**config.mk**
```make
export PLATFORM = sky130hd
export DESIGN_NAME = diode_sequencer
export DESIGN_NICKNAME = d
export VERILOG_FILES = /design/src/rtl/diode_sequencer_pkg.sv /design/src/rtl/diode_pattern_gen.sv /design/src/rtl/rising_edge_detector.sv /design/src/rtl/diode_sequencer.sv
export SDC_FILE = /design/constraint.sdc
export NUM_CORES = 1
export LEC_CHECK = 0
export ABC_CLOCK_PERIOD_IN_PS = 3530
export BUFFER_PORTS_ARGS = -buffer_cell sky130_fd_sc_hd__buf_2
export CORE_AREA = 2 2 85 87
export DETAILED_ROUTE_END_ITERATION = 6
export DIE_AREA = 0 0 87 89
export PLACE_DENSITY_LB_ADDON = 0.3
export SYNTH_ARGS = -nofsm -noshare
export SYNTH_HDL_FRONTEND = slang
export SYNTH_SLANG_ARGS = --single-unit
export TNS_END_PERCENT = 100
```
**constraint.sdc**
```tcl
create_clock -name clk -period 3.53 [get_ports clk]
set_clock_uncertainty 0.2 [all_clocks]
set_input_delay 0.1765 -clock clk [delete_from_list [all_inputs] [get_ports clk]]
set_output_delay 0.1765 -clock clk [all_outputs]
set_load 0.005 [all_outputs]
```
**src/rtl/diode_sequencer_pkg.sv**
```systemverilog
// Shared definitions for the diode blink sequencer: FSM states, pattern modes, tick constant.
package diode_sequencer_pkg;

    typedef enum logic [1:0] {
        StIdle  = 2'b00,
        StRun   = 2'b01,
        StPause = 2'b10
    } seq_state_e;

    typedef enum logic [1:0] {
        ModeChase  = 2'b00,
        ModeBounce = 2'b01,
        ModeBlink  = 2'b10,
        ModeBinary = 2'b11
    } mode_e;

    // 250 ms at 50 MHz
    localparam int unsigned TICK_250MS = 32'h00BE_BC20;

endpackage

```
**src/rtl/diode_pattern_gen.sv**
```systemverilog
// Combinational pattern lookup: (mode, step) -> diode pattern and sequence length.
module diode_pattern_gen import diode_sequencer_pkg::*; #(
    parameter int unsigned NUM_DIODES = 3
) (
    input  mode_e                 mode,
    input  logic [NUM_DIODES:0]   step,
    output logic [NUM_DIODES-1:0] pattern,
    output logic [NUM_DIODES:0]   period
);

    localparam int unsigned SW = NUM_DIODES + 1;
    localparam int unsigned PW = NUM_DIODES;

    // Decode the current step into a pattern and report the mode's period.
    always_comb begin
        pattern = '0;
        period  = '0;
        unique case (mode)
            ModeChase: begin
                pattern = PW'(1) << step;
                period  = SW'(NUM_DIODES);
            end
            ModeBounce: begin
                // Walk up to the top diode, then back down without repeating the ends.
                if (step < SW'(NUM_DIODES)) begin
                    pattern = PW'(1) << step;
                end else begin
                    pattern = PW'(1) << (SW'(2 * NUM_DIODES - 2) - step);
                end
                period = SW'(2 * NUM_DIODES - 2);
            end
            ModeBlink: begin
                pattern = step[0] ? '0 : '1;
                period  = SW'(2);
            end
            ModeBinary: begin
                pattern = step[NUM_DIODES-1:0];
                period  = SW'(1) << NUM_DIODES;
            end
        endcase
    end

endmodule

```
**src/rtl/rising_edge_detector.sv**
```systemverilog
// Rising-edge detector for a raw button level; emits a one-clk pulse per rise.
module rising_edge_detector (
    input  logic clk,
    input  logic async_reset,
    input  logic level,
    output logic pulse
);

    logic sample_q;
    logic hist_q;

    // Sample the raw level and keep one cycle of history.
    always_ff @(posedge clk or negedge async_reset) begin
        if (!async_reset) begin
            sample_q <= 1'b0;
            hist_q   <= 1'b0;
        end else begin
            sample_q <= level;
            hist_q   <= sample_q;
        end
    end

    // Pulse is valid the cycle after the rise is sampled; the consumer acts on the next edge.
    assign pulse = sample_q & ~hist_q;

endmodule

```
**src/rtl/diode_sequencer.sv**
```systemverilog
// Diode blink sequencer: shared prescaler tick, IDLE/RUN/PAUSE control, four fixed patterns.
module diode_sequencer import diode_sequencer_pkg::*; #(
    parameter int unsigned NUM_DIODES  = 3,
    parameter int unsigned TICK_CYCLES = TICK_250MS
) (
    input  logic                  clk,
    input  logic                  async_reset,
    input  logic                  btn_start,
    input  logic                  btn_stop,
    input  logic [1:0]            mode_sel,
    output logic [NUM_DIODES-1:0] diodes,
    output logic                  running,
    output logic                  step_tick
);

    localparam int unsigned PW = $clog2(TICK_CYCLES);
    localparam int unsigned SW = NUM_DIODES + 1;
    localparam logic [PW-1:0] PRE_LAST = PW'(TICK_CYCLES - 1);

    logic                  start_pulse;
    logic                  stop_pulse;
    seq_state_e            state_q, state_d;
    logic [PW-1:0]         prescaler_q, prescaler_d;
    logic [SW-1:0]         step_q, step_d;
    mode_e                 mode_q, mode_d;
    logic [NUM_DIODES-1:0] diodes_d;
    logic                  step_tick_d;
    logic [NUM_DIODES-1:0] pattern;
    logic [SW-1:0]         period;
    logic                  tick;
    logic                  wrap;

    rising_edge_detector u_start_edge (
        .clk         (clk),
        .async_reset (async_reset),
        .level       (btn_start),
        .pulse       (start_pulse)
    );

    rising_edge_detector u_stop_edge (
        .clk         (clk),
        .async_reset (async_reset),
        .level       (btn_stop),
        .pulse       (stop_pulse)
    );

    diode_pattern_gen #(
        .NUM_DIODES (NUM_DIODES)
    ) u_pattern_gen (
        .mode    (mode_q),
        .step    (step_q),
        .pattern (pattern),
        .period  (period)
    );

    assign tick = (state_q == StRun) && (prescaler_q == PRE_LAST);
    assign wrap = (step_q == period - SW'(1));

    // Next-state, counters and output drive; stop overrides everything.
    always_comb begin
        state_d     = state_q;
        prescaler_d = prescaler_q;
        step_d      = step_q;
        mode_d      = mode_q;
        diodes_d    = (state_q == StIdle) ? '0 : pattern;
        step_tick_d = tick & ~stop_pulse;
        if (stop_pulse) begin
            state_d     = StIdle;
            prescaler_d = '0;
            step_d      = '0;
            diodes_d    = '0;
        end else begin
            unique case (state_q)
                StIdle: begin
                    prescaler_d = '0;
                    step_d      = '0;
                    if (start_pulse) begin
                        state_d = StRun;
                        mode_d  = mode_e'(mode_sel);
                    end
                end
                StRun: begin
                    if (tick) begin
                        prescaler_d = '0;
                        if (wrap) begin
                            step_d = '0;
                            // Mode changes only land on a sequence boundary.
                            mode_d = mode_e'(mode_sel);
                        end else begin
                            step_d = step_q + SW'(1);
                        end
                    end else begin
                        prescaler_d = prescaler_q + PW'(1);
                    end
                    // A start on a tick cycle still lets the tick complete above.
                    if (start_pulse) begin
                        state_d = StPause;
                    end
                end
                StPause: begin
                    if (start_pulse) begin
                        state_d = StRun;
                    end
                end
                default: begin
                    state_d = StIdle;
                end
            endcase
        end
    end

    // State and registered outputs.
    always_ff @(posedge clk or negedge async_reset) begin
        if (!async_reset) begin
            state_q     <= StIdle;
            prescaler_q <= '0;
            step_q      <= '0;
            mode_q      <= ModeChase;
            diodes      <= '0;
            running     <= 1'b0;
            step_tick   <= 1'b0;
        end else begin
            state_q     <= state_d;
            prescaler_q <= prescaler_d;
            step_q      <= step_d;
            mode_q      <= mode_d;
            diodes      <= diodes_d;
            running     <= (state_d == StRun);
            step_tick   <= step_tick_d;
        end
    end

endmodule

```
==> results.toml <==
[min_path]
hold_path_end = "u_start_edge.hist_q"
hold_path.class = "reg2reg"
min_path_cells = 0
worstHoldStart = "u_start_edge.sample_q"

[floorplanning]
core_um2 = 6720
dieArea_um2 = 7740
ios = 11
rows = 30
die-height_um = 89
die_w_um = 87
initial_utilization = 0.343

[layout]
drive_gt1_frac = 0.109
syn_to_final_growth_pct = 11.1
stdcell_count = 355
n_fill_cell = 679
finalNetCount = 284
antenna_cells_inserted = 0
final_area_um2 = 2560
utilization = 0.381

[route]
drc = 0
drtIter0Drc = 100
ant_nets = 0
wl_per_cell_um = 14.0
wl_um = 4970
drtPass1Iterations = 4
route.vias.total = 1977
detail_route.vias_per_cell = 5.57

[timing]
fin_setup_tns_ns = 0
tightest_slew_ns = 0.941
period_minus_slack_ns = 2.76
final-hold-violation-count = 0
max-slew-margin-rel = 0.373
fin_crit_sh = 0.782
rsz0062_at_grt = "false"
slew_violations = 0
whs_ns = 0.184
fmax_mhz = 362
setup_viol = 0

[synth]
muxShareOfSynthArea = 0.0147
async_flop_share = 1.00
synth_common_cells = "41 x dfrtp_1, 27 x nand2_1, 26 x nor2_1"
syn-num-nets = 271
synth_top_family_by_area = "simple AND/OR/NAND/NOR gates"
synth_area_leaders = "dfrtp_1 45%, nand2_1 4.4%, nor2_1 4.2%, a31oi_1 4.1%, a21oi_1 3.7%"
synth-xor-area-share = 0.0190
synth.most_common_cell = "dfrtp_1"
syn-cell-area_um2 = 2300
synth-compound-area-share = 0.194
synth-simple-area-share = 0.268
synthFlopType = "dfrtp_1"
synth_top_cell_area_share = 0.445
synth_top_area_cell = "dfrtp_1"
synth-seq-cells = 41
synthDistinctLibCells = 49
yosys.area_share.adder = 0.0217
syn_area_per_cell_um2 = 8.83
netlist_instances = 261
ys_seq_area_frac = 0.445
synth_edf_count = 0
ys_warn_count = 0

[setup_path]
worstPathRequired_ns = 3.52
critPathKind = "reg2reg"
crit_arrival_ns = 2.75
critPathMaxFanout = 22
critPathLaunchType = "register"
reg2reg_from = "prescaler_q[14]"
ff2ff_path_depth = 6
crit_path_end_kind = "register"
r2r_slack_ns = 0.77
crit-reg2reg-capture = "prescaler_q[18]"

[global_route]
overflow = 0
grt_max_degree = 42
grt_pass1_vias = 1836
track_usage = 0.141
grt_first_pass_wirelength_um = 8670
antenna_found_initial = 0

[power_and_ir_drop]
ir_drop_v = 0.000133
cellPowerDensity_nw_per_um2 = 370
power.leakage_nw = 1.03

[clocking]
clock_latency_ns = 0.30
cts.path.max_buffers = 2
clk_pin_slew_ns = 0.08
cts_buffers = 5
postCtsResizedCells = 0
htree_levels = 2
postCtsSetupRepairBufs = 0
clock_sinks = 41
clock-root-buffer = "clkbuf_8"
cts_tree = "yes"

[run]
cap_violations = 0

[placed_design]
place_area_um2 = 2430
dp_cells = 342
hpwl_um = 3370
gp_congestion = 0.835
port_buffers = 10

[status]
outcome = "finished clean"
==> final cells by class <==
cell class	instances	area (µm²)	area share
multi-input cells	198	1190	0.466
flip-flops and latches	41	1030	0.401
repair buffers	18	123	0.0479
well taps	80	100	0.0391
clock buffers	6	72.6	0.0283
inverters	10	37.5	0.0147
clock inverters	2	10.0	0.00391
==> worst max path at each step <==
stage	to	startpoint	slack, ns	cells after the start
after CTS	prescaler_q[18]	prescaler_q[14]	0.77	6
after floorplan	step_q[0]	prescaler_q[14]	1.23	5
final	prescaler_q[18]	prescaler_q[14]	0.77	6
after global routing	prescaler_q[18]	prescaler_q[14]	0.62	6
after global placement	prescaler_q[18]	prescaler_q[14]	0.84	6
after detailed placement	prescaler_q[18]	prescaler_q[14]	0.77	6
==> stage by stage <==
stage / total power [W] / worst slack, ns
finish: 0.000947 / 0.768
global route: 0.000998 / 0.623
CTS: 0.000961 / 0.769
detailed placement: 0.000652 / 0.773
global placement: 0.000650 / 0.842
floorplan: 0.000615 / 1.23
==> logic make-up (layout without fill, tap and decap cells) <==
family          Yosys count  in the layout
xor+xnor                  5              5
buf+inv                  22             36
flops                    41             41
simple gates            118            118
fa+ha+maj                 4              4
mux                       3              3
compound gates           68             68
==> routing by layer <==
metal	GRT usage	up-vias	wire [µm]
li1	-	1001	-
met1	0.190	931	2460
met2	0.226	38	2280
met3	0.0259	7	150
met4	0.0526	0	80
met5	0	-	0
==> layout by cell type, fill, tap and decap left out, types with 2 or more instances in the layout <==
master,Yosys,final
dfrtp_1,41,41
nand2_1,27,27
nor2_1,26,26
a21oi_1,17,17
a31oi_1,15,15
o21ai_0,13,13
nor3_1,11,11
nand3_1,11,11
inv_1,10,10
nand4_1,10,10
buf_2,0,10
nand2b_1,5,5
or3_1,5,5
and3_1,5,5
clkbuf_8,0,5
dlygate4sd3_1,0,5
nor4_1,4,4
ha_1,4,4
mux2_2,3,3
xor2_1,3,3
buf_4,1,3
nor2b_1,2,2
and2_1,2,2
a32oi_1,2,2
o221a_2,2,2
xnor2_1,2,2
a41oi_1,2,2
or4_1,2,2
o2bb2ai_1,2,2
o211ai_1,2,2
clkinv_2,0,2
==> state kept, by name, summed over array words and instances, names as in the netlist, 2 cells and up <==
signal	cells
prescaler_q	24
state_q	2
mode_q	2
diodes	3
step_q	4
==> worst max-delay path: stages, from the launching register on <==
cell     delay, ns
dfrtp_1       0.44
or4b_4        0.57
nor4_4        0.41
a21oi_2       0.32
buf_4         0.29
and3_1        0.17
a221o_1       0.26
==> power breakdown <==
group / total (W) / switching [W] / internal [W]
clock network: 0.000301 / 0.000164 / 0.000137
logic: 0.000130 / 0.0000749 / 0.0000548
registers: 0.000516 / 0.0000281 / 0.000488
==> what timing repair did <==
action | CTS | global route
setup endpoints to repair | 0 | 0
endpoints found under the hold margin | 45 | 0
hold buffers | 5 | 0
Power figures use the tool's default switching activity.
